$ cat src/rtl/ub_input_setup_if.sv
// Read port of the unified buffer as seen by the input-setup block.
// master = ub_input_setup (issues reads), slave = unified buffer (returns tile bytes).
interface ub_input_setup_if #(
  parameter int unsigned DATA_WIDTH = 8,
  parameter int unsigned ADDR_WIDTH = 13
);

  logic                  ub_load_input;
  logic [ADDR_WIDTH-1:0] ub_addr;
  logic [DATA_WIDTH-1:0] ub_data_00;
  logic [DATA_WIDTH-1:0] ub_data_01;
  logic [DATA_WIDTH-1:0] ub_data_10;
  logic [DATA_WIDTH-1:0] ub_data_11;

  modport master (
    output ub_load_input,
    output ub_addr,
    input  ub_data_00,
    input  ub_data_01,
    input  ub_data_10,
    input  ub_data_11
  );

  modport slave (
    input  ub_load_input,
    input  ub_addr,
    output ub_data_00,
    output ub_data_01,
    output ub_data_10,
    output ub_data_11
  );

endinterface

$ cat src/rtl/ub_input_setup.sv
// Fetches 2x2 activation tiles from the unified buffer and feeds them skewed onto the
// two systolic row inputs. Optional read/stream overlap: INPUT_SETUP_PREFETCH_EN.
module ub_input_setup #(
  parameter int unsigned DATA_WIDTH  = 8,
  parameter int unsigned ADDR_WIDTH  = 13,
  parameter int unsigned COUNT_WIDTH = 6
) (
  input  logic                   clk,
  input  logic                   reset,
  input  logic                   start,
  input  logic [ADDR_WIDTH-1:0]  base_addr,
  input  logic [COUNT_WIDTH-1:0] tile_count,
  ub_input_setup_if.master       ub,
  output logic [DATA_WIDTH-1:0]  a_in1,
  output logic [DATA_WIDTH-1:0]  a_in2,
  output logic                   a_valid1,
  output logic                   a_valid2,
  output logic                   busy,
  output logic                   done
);

  localparam int unsigned TILE_STRIDE = 4;

  typedef enum logic [2:0] {
    IDLE = 3'd0,
    REQ  = 3'd1,
    CAPT = 3'd2,
    S0   = 3'd3,
    S1   = 3'd4,
    S2   = 3'd5,
    DONE = 3'd6
  } state_t;

  state_t                 state, state_n;
  logic [ADDR_WIDTH-1:0]  cur_addr, cur_addr_n;
  logic [COUNT_WIDTH-1:0] tiles_left, tiles_left_n;
  logic [DATA_WIDTH-1:0]  t00, t01, t10, t11;
  logic [DATA_WIDTH-1:0]  t00_n, t01_n, t10_n, t11_n;

  logic                   ub_load_q, ub_load_n;
  logic [ADDR_WIDTH-1:0]  ub_addr_q, ub_addr_n;
  logic [DATA_WIDTH-1:0]  a_in1_n, a_in2_n;
  logic                   a_valid1_n, a_valid2_n;
  logic                   busy_n, done_n;

  logic                   more_tiles;
  logic [ADDR_WIDTH-1:0]  next_tile_addr;

  assign more_tiles     = tiles_left > COUNT_WIDTH'(1);
  assign next_tile_addr = ADDR_WIDTH'(cur_addr + ADDR_WIDTH'(TILE_STRIDE));

  // State, working registers and all outputs are flops.
  always_ff @(posedge clk) begin
    if (reset) begin
      state      <= IDLE;
      cur_addr   <= '0;
      tiles_left <= '0;
      t00        <= '0;
      t01        <= '0;
      t10        <= '0;
      t11        <= '0;
      ub_load_q  <= 1'b0;
      ub_addr_q  <= '0;
      a_in1      <= '0;
      a_in2      <= '0;
      a_valid1   <= 1'b0;
      a_valid2   <= 1'b0;
      busy       <= 1'b0;
      done       <= 1'b0;
    end else begin
      state      <= state_n;
      cur_addr   <= cur_addr_n;
      tiles_left <= tiles_left_n;
      t00        <= t00_n;
      t01        <= t01_n;
      t10        <= t10_n;
      t11        <= t11_n;
      ub_load_q  <= ub_load_n;
      ub_addr_q  <= ub_addr_n;
      a_in1      <= a_in1_n;
      a_in2      <= a_in2_n;
      a_valid1   <= a_valid1_n;
      a_valid2   <= a_valid2_n;
      busy       <= busy_n;
      done       <= done_n;
    end
  end

  assign ub.ub_load_input = ub_load_q;
  assign ub.ub_addr       = ub_addr_q;

  // Next state and working registers.
  always_comb begin
    state_n      = state;
    cur_addr_n   = cur_addr;
    tiles_left_n = tiles_left;
    t00_n        = t00;
    t01_n        = t01;
    t10_n        = t10;
    t11_n        = t11;

    unique case (state)
      IDLE: begin
        if (start) begin
          cur_addr_n   = base_addr;
          tiles_left_n = tile_count;
          state_n      = (tile_count == '0) ? DONE : REQ;
        end
      end
      REQ:  state_n = CAPT;
      CAPT: begin
        t00_n   = ub.ub_data_00;
        t01_n   = ub.ub_data_01;
        t10_n   = ub.ub_data_10;
        t11_n   = ub.ub_data_11;
        state_n = S0;
      end
      S0:   state_n = S1;
      S1:   state_n = S2;
      S2: begin
        if (more_tiles) begin
          tiles_left_n = COUNT_WIDTH'(tiles_left - COUNT_WIDTH'(1));
          cur_addr_n   = next_tile_addr;
`ifdef INPUT_SETUP_PREFETCH_EN
          // Prefetched tile arrives now; t11 has just been consumed, so overwrite is safe.
          t00_n        = ub.ub_data_00;
          t01_n        = ub.ub_data_01;
          t10_n        = ub.ub_data_10;
          t11_n        = ub.ub_data_11;
          state_n      = S0;
`else
          state_n      = REQ;
`endif
        end else begin
          state_n = DONE;
        end
      end
      DONE:    state_n = IDLE;
      default: state_n = IDLE;
    endcase
  end

  // Output values for the upcoming state, computed from next-cycle register contents.
  always_comb begin
    ub_load_n  = 1'b0;
    ub_addr_n  = ub_addr_q;
    a_in1_n    = '0;
    a_in2_n    = '0;
    a_valid1_n = 1'b0;
    a_valid2_n = 1'b0;
    done_n     = 1'b0;
    busy_n     = (state_n != IDLE);

    unique case (state_n)
      REQ: begin
        ub_load_n = 1'b1;
        ub_addr_n = cur_addr_n;
      end
      S0: begin
        a_in1_n    = t00_n;
        a_valid1_n = 1'b1;
      end
      S1: begin
        a_in1_n    = t01_n;
        a_in2_n    = t10_n;
        a_valid1_n = 1'b1;
        a_valid2_n = 1'b1;
`ifdef INPUT_SETUP_PREFETCH_EN
        if (tiles_left_n > COUNT_WIDTH'(1)) begin
          ub_load_n = 1'b1;
          ub_addr_n = ADDR_WIDTH'(cur_addr_n + ADDR_WIDTH'(TILE_STRIDE));
        end
`endif
      end
      S2: begin
        a_in2_n    = t11_n;
        a_valid2_n = 1'b1;
      end
      DONE:    done_n = 1'b1;
      default: ;
    endcase
  end

endmodule

$ cat src/flat_wrapper.sv
// flat-port wrapper written by rule: the top's interface ports become plain ports
module ub_input_setup_flat 
#(
  parameter int unsigned DATA_WIDTH  = 8,
  parameter int unsigned ADDR_WIDTH  = 13,
  parameter int unsigned COUNT_WIDTH = 6
)
  (clk, reset, start, base_addr, tile_count, a_in1, a_in2, a_valid1, a_valid2, busy, done, ub_ub_load_input, ub_ub_addr, ub_ub_data_00, ub_ub_data_01, ub_ub_data_10, ub_ub_data_11);
  ub_input_setup_if #(.DATA_WIDTH(DATA_WIDTH), .ADDR_WIDTH(ADDR_WIDTH)) ub_i ();
  input  logic clk;
  input  logic reset;
  input  logic start;
  input  logic [ADDR_WIDTH-1:0] base_addr;
  input  logic [COUNT_WIDTH-1:0] tile_count;
  output logic [DATA_WIDTH-1:0] a_in1;
  output logic [DATA_WIDTH-1:0] a_in2;
  output logic a_valid1;
  output logic a_valid2;
  output logic busy;
  output logic done;
  output wire logic [$bits(ub_i.ub_load_input)-1:0] ub_ub_load_input;
  output wire logic [$bits(ub_i.ub_addr)-1:0] ub_ub_addr;
  input wire logic [$bits(ub_i.ub_data_00)-1:0] ub_ub_data_00;
  input wire logic [$bits(ub_i.ub_data_01)-1:0] ub_ub_data_01;
  input wire logic [$bits(ub_i.ub_data_10)-1:0] ub_ub_data_10;
  input wire logic [$bits(ub_i.ub_data_11)-1:0] ub_ub_data_11;
  assign ub_ub_load_input = ub_i.ub_load_input;
  assign ub_ub_addr = ub_i.ub_addr;
  assign ub_i.ub_data_00 = ub_ub_data_00;
  assign ub_i.ub_data_01 = ub_ub_data_01;
  assign ub_i.ub_data_10 = ub_ub_data_10;
  assign ub_i.ub_data_11 = ub_ub_data_11;
  ub_input_setup #(.DATA_WIDTH(DATA_WIDTH), .ADDR_WIDTH(ADDR_WIDTH), .COUNT_WIDTH(COUNT_WIDTH)) u_core (.clk(clk), .reset(reset), .start(start), .base_addr(base_addr), .tile_count(tile_count), .ub(ub_i), .a_in1(a_in1), .a_in2(a_in2), .a_valid1(a_valid1), .a_valid2(a_valid2), .busy(busy), .done(done));
endmodule
$ cat config.mk
export PLATFORM = sky130hd
export DESIGN_NAME = ub_input_setup_flat
export DESIGN_NICKNAME = d
export VERILOG_FILES = /design/src/rtl/ub_input_setup_if.sv /design/src/rtl/ub_input_setup.sv /design/src/flat_wrapper.sv
export SDC_FILE = /design/constraint.sdc
export NUM_CORES = 1
export LEC_CHECK = 0
export ABC_AREA = 1
export ABC_CLOCK_PERIOD_IN_PS = 4700
export CORE_MARGIN = 2
export CORE_UTILIZATION = 25
export CTS_CLUSTER_DIAMETER = 80
export DETAILED_ROUTE_END_ITERATION = 16
export GPL_TIMING_DRIVEN = 0
export PLACE_DENSITY = 0.51
export SLEW_MARGIN = 20
export SYNTH_ARGS = -nofsm -noshare
export SYNTH_HDL_FRONTEND = slang
export SYNTH_SLANG_ARGS = --single-unit
$ cat constraint.sdc
create_clock -name clk -period 4.7 [get_ports clk]
set_clock_uncertainty 0.15 [all_clocks]
set_input_delay 0.94 -clock clk [delete_from_list [all_inputs] [get_ports clk]]
set_output_delay 0.94 -clock clk [all_outputs]
set_load 0.02 [all_outputs]
* Word level (Yosys, flattened, before mapping)
Index checks and enable logic that the tools add are counted.
Storage, ports and cells: flip-flop bits (word level) 88, input bits 54, output and inout port bits 34, logic and storage cells 57
Operators by class: add/subtract/negate cells 2, $lt $le $gt $ge 1, eq/ne operators 12, mux-type cells 20, reductions and logical operators 7
Operator list (count):
- two-way mux 8 bit | 4
- one-hot mux 8 bit (2 select lines) | 2
- two-way mux 13 bit | 2
- one-hot mux 13 bit (2 select lines) | 1
- one-hot mux 3 bit (6 select lines) | 1
- equality test 3 bit, second input constant | 5
- adder 13 x 3 -> 13 bit, second input constant | 1
- two-way mux 6 bit | 2
- one-hot mux 6 bit (2 select lines) | 1
- equality test 3 x 2 -> 1 bit, second input constant | 3
- two-way mux 3 bit | 3
- equality test 3 x 1 -> 1 bit, second input constant | 2
- > comparator 6 x 1 -> 1 bit, second input constant | 1
- logical NOT 6 bit | 1
- subtractor 6 x 1 -> 6 bit, second input constant | 1
- two-way mux 1 bit | 4
- OR reduction 2 bit | 2
- logical NOT 3 bit | 1
- AND reduction 3 bit | 1
- nonzero test 3 bit | 1
- != test 2 x 1 -> 1 bit, second input constant | 1
- != test 2 bit, second input constant | 1
- nonzero test 2 bit | 1

* Longest topological paths before layout
depth in word-level cells 7, mapped depth 13

* Worst setup path before layout
OpenSTA, ideal clock, no wires.
path type input port to flip-flop, start in tile_count[3], end reg u_core.ub_addr_q[4] (netlist: u_core.ub.ub_addr[4]), data arrival time 1.698 ns, required time 4.437 ns, setup slack 2.738 ns, stages on the path 9, path through nor2_1 -> nand3_1 -> nand2_1 -> nand3_1 -> nand2_2 -> inv_2 -> buf_6 -> o21ai_1 -> nor2_1
Between the ends: cells in the longest elaborated chain, start to end 5
RTL lines:
- start, declared | RTL line flat_wrapper.sv:14 | input logic [COUNT_WIDTH-1:0] tile_count;
- logical NOT 6 bit | RTL line ub_input_setup.sv:107 | state_n = (tile_count == '0) ? DONE : REQ;
- two-way mux 3 bit | RTL line ub_input_setup.sv:107
- two-way mux 3 bit | RTL line ub_input_setup.sv:104 | if (start) begin
- one-hot mux 3 bit (6 select lines) | RTL line ub_input_setup.sv:102 | unique case (state)
- equality test 3 x 1 -> 1 bit | RTL line ub_input_setup.sv:154 | unique case (state_n)
- end signal, assigned | RTL line ub_input_setup.sv:79 | ub_addr_q <= ub_addr_n;
- end, declared | RTL line ub_input_setup.sv:41 | logic [ADDR_WIDTH-1:0] ub_addr_q, ub_addr_n;
Every way passes these cells. A chain may end at the register's enable or synchronous reset.

* Final worst setup path
start in reset, end reg u_core.done
RTL lines:
- start, declared | RTL line flat_wrapper.sv:11 | input logic reset;
- end signal, assigned | RTL line ub_input_setup.sv:85 | done <= done_n;
- end, declared | RTL line ub_input_setup.sv:19 | output logic done
No word-level cell between the ends.

==> reports/results.txt <==
Status - finished clean
Most frequent cells in the layout - nor2_1 (92), clkdlybuf4s50_1 (87), dfxtp_1 (87)
Crit path arrival time - 2490 ps
RSZ-0062 raised after global routing - no
Post-layout instance area - 5010 um^2
Postcts setup bufs - 0
Crit share post-route - 0.516
First-pass GRT wire length - 15800 um
Detailed-router iteration count before antenna repair - 5
Util after Layout - 0.358
Setup crit start kind - input pin
Nets - 641
Reg2Reg Depth - 11
Distinct cells, synth - 28
Initial core utilization - 0.258
Worst Path Class, Setup - in2reg
WHS - 320 ps
Syn nets - 543
Most common cell after layout, fill and taps aside - nor2_1
Sequential-to-total area share from yosys stat - 0.482
Area Growth Syn to Fin - 38.8%
Synth Cell Area - 3610 um^2
Largest net degree at the start of global routing - 17
Worst skew pair latency - 350 ps
Resize count post-CTS - 0
Vias in the first global route - 3210
I/O Pins - 88
Antenna diodes - 0
Leakage - 0.00213 uW
Root Buffer - clkbuf_16
Finish-stage setup viols - 0
Die area - 15400 um^2
Share of cells above drive strength 1 - 0.0798
Clock Pin Slew Worst Setup and Hold Paths - 70 ps
Routed via count - 3400
Htree depth - 3
Wirelength, routed - 10200 um
MaxCap Viol Count - 0
Post-DRT Antenna Nets - 0
CTS Buffer Depth - 2
Die Ht - 124 um
Die Width - 124 um
Setup TNS - 0 ps
Main area contributors after synthesis - dfxtp_1 (48%), nor2_1 (9.6%), nand2_1 (7.8%)
Num CTS Buffers - 9
CTS Hold Bufs - 0
Worst EP required - 4760 ps
Initial antenna violation count - 0
Iter 0 DRT Violations - 198
Rel. slew slack - 0.619
Hold Fails Final Rpt - 0
Vias/cell - 4.42
Yosys reg bits - 87
PortBufs - 87
Syn avg cell area - 7.43 um^2
CTS tree - built
Worst hold-check path type - reg2reg
Congestion Overflow GR - 0
Synth top area share - 0.482
Clock Sinks - 87
Drt wl/cell - 13.3 um
Crit. End Element - flip-flop
Synth warn - 0
DR DRC count - 0
Placer's final routability congestion estimate - 0.858
Fin. max-slew vios - 0
Pwr per Cell Area - 429 nW/um^2
Post-synthesis cell count - 486
Gr usage total - 0.136
Area leader, netlist - dfxtp_1
Min Tclk post-route - 2430 ps
Hold path depth - 2
Placed inst area - 4710 um^2
Worst Path Max Fanout - 10
Peak Freq - 0.412 GHz
VDD IR max - 222 uV
Worst-Margin Slew - 571 ps
Detail Placement HPWL - 7500 um
Row Count - 43
Core Area - 14000 um^2
Fill cells - 1483
[power by group]
group / switching (uW) / total [uW] / internal (uW)
Combinational: 317 / 528 / 211
Clock: 317 / 740 / 422
Sequential: 45.4 / 883 / 837
[critical path: stages]
cell and delay (ps):
clkdlybuf4s50_1 520, clkbuf_1 470, buf_1 430, nor2_1 120
[synth_stat cells]
library cell and instances:
a22o_1 15, buf_2 10, nand4_1 5, o21a_1 1, nor2_1 92, a31oi_1 3
xnor2_1 1, o21ai_1 6, nand3_2 2, buf_1 1, buf_6 1, o211ai_1 1
inv_1 47, buf_4 3, and2_1 2, a21oi_1 23, mux2i_1 1, nand3_1 36
inv_2 7, nand2_1 75, clkbuf_1 7, dfxtp_1 87, o21ai_4 1, ha_1 3
nand2_2 2, nor2_2 4, nor3_2 2, o21ai_0 48
[routing by layer]
metal,share of wire,global-route usage,vias to the layer above
met2,0.45,0.219,98
li1,-,-,1769
met3,0.072,0.0366,13
met4,0.013,0.0520,0
met1,0.46,0.173,1520
met5,0,0,-
[flip-flops by register name, indices dropped and copies added (netlist names), 3 cells and up]
| signal | count |
|---|---|
| u_core.t11 | 8 |
| u_core.a_in2 | 8 |
| u_core.state | 3 |
| u_core.t10 | 8 |
| u_core.ub.ub_addr | 13 |
| u_core.tiles_left | 6 |
| u_core.a_in1 | 8 |
| u_core.cur_addr | 13 |
| u_core.t00 | 7 |
| u_core.t01 | 8 |
[cell type report]
class | count | area (um^2) | area share
repair buffers | 87 | 871 | 0.174
inverters | 54 | 203 | 0.0405
flip-flops and latches | 87 | 1740 | 0.348
clock buffers | 10 | 229 | 0.0457
plain buffers | 22 | 114 | 0.0227
well taps | 180 | 225 | 0.0450
clock inverters | 6 | 75.1 | 0.0150
multi-input cells | 323 | 1550 | 0.310
[final timing paths]
path | endpoint | startpoint | slack, ps
worst max-delay path | u_core.done$_SDFF_PP0_ | reset | 2270
worst max register to register | u_core.busy$_SDFF_PP0_ | u_core.tiles_left[0]$_SDFFE_PP0P_ | 2680
worst min register to register | u_core.ub.ub_addr[0]$_SDFFE_PP0P_ | u_core.ub.ub_addr[0]$_SDFFE_PP0P_ | 320
worst min-delay path | u_core.ub.ub_addr[0]$_SDFFE_PP0P_ | u_core.ub.ub_addr[0]$_SDFFE_PP0P_ | 320
[through the flow]
stage | cells | power [uW] | worst slack (ps)
6_report | 769 | 2150 | 2270
5_1_grt | 769 | 2270 | 2090
4_1_cts | 769 | 2180 | 2210
3_5_place_dp | 753 | 1430 | 1850
3_3_place_gp | 753 | 1420 | 1810
2_1_floorplan | 486 | 1220 | 2740
[cells by family after synthesis]
| group | Yosys count | synth area share |
|---|---|---|
| compound gates | 98 | 0.157 |
| mux | 1 | 0.00277 |
| xor+xnor | 1 | 0.00243 |
| fa+ha+maj | 3 | 0.0104 |
| buf+inv | 76 | 0.0877 |
| simple gates | 220 | 0.257 |
| flops | 87 | 0.482 |
Note: power is estimated with default switching activity, not from simulation.
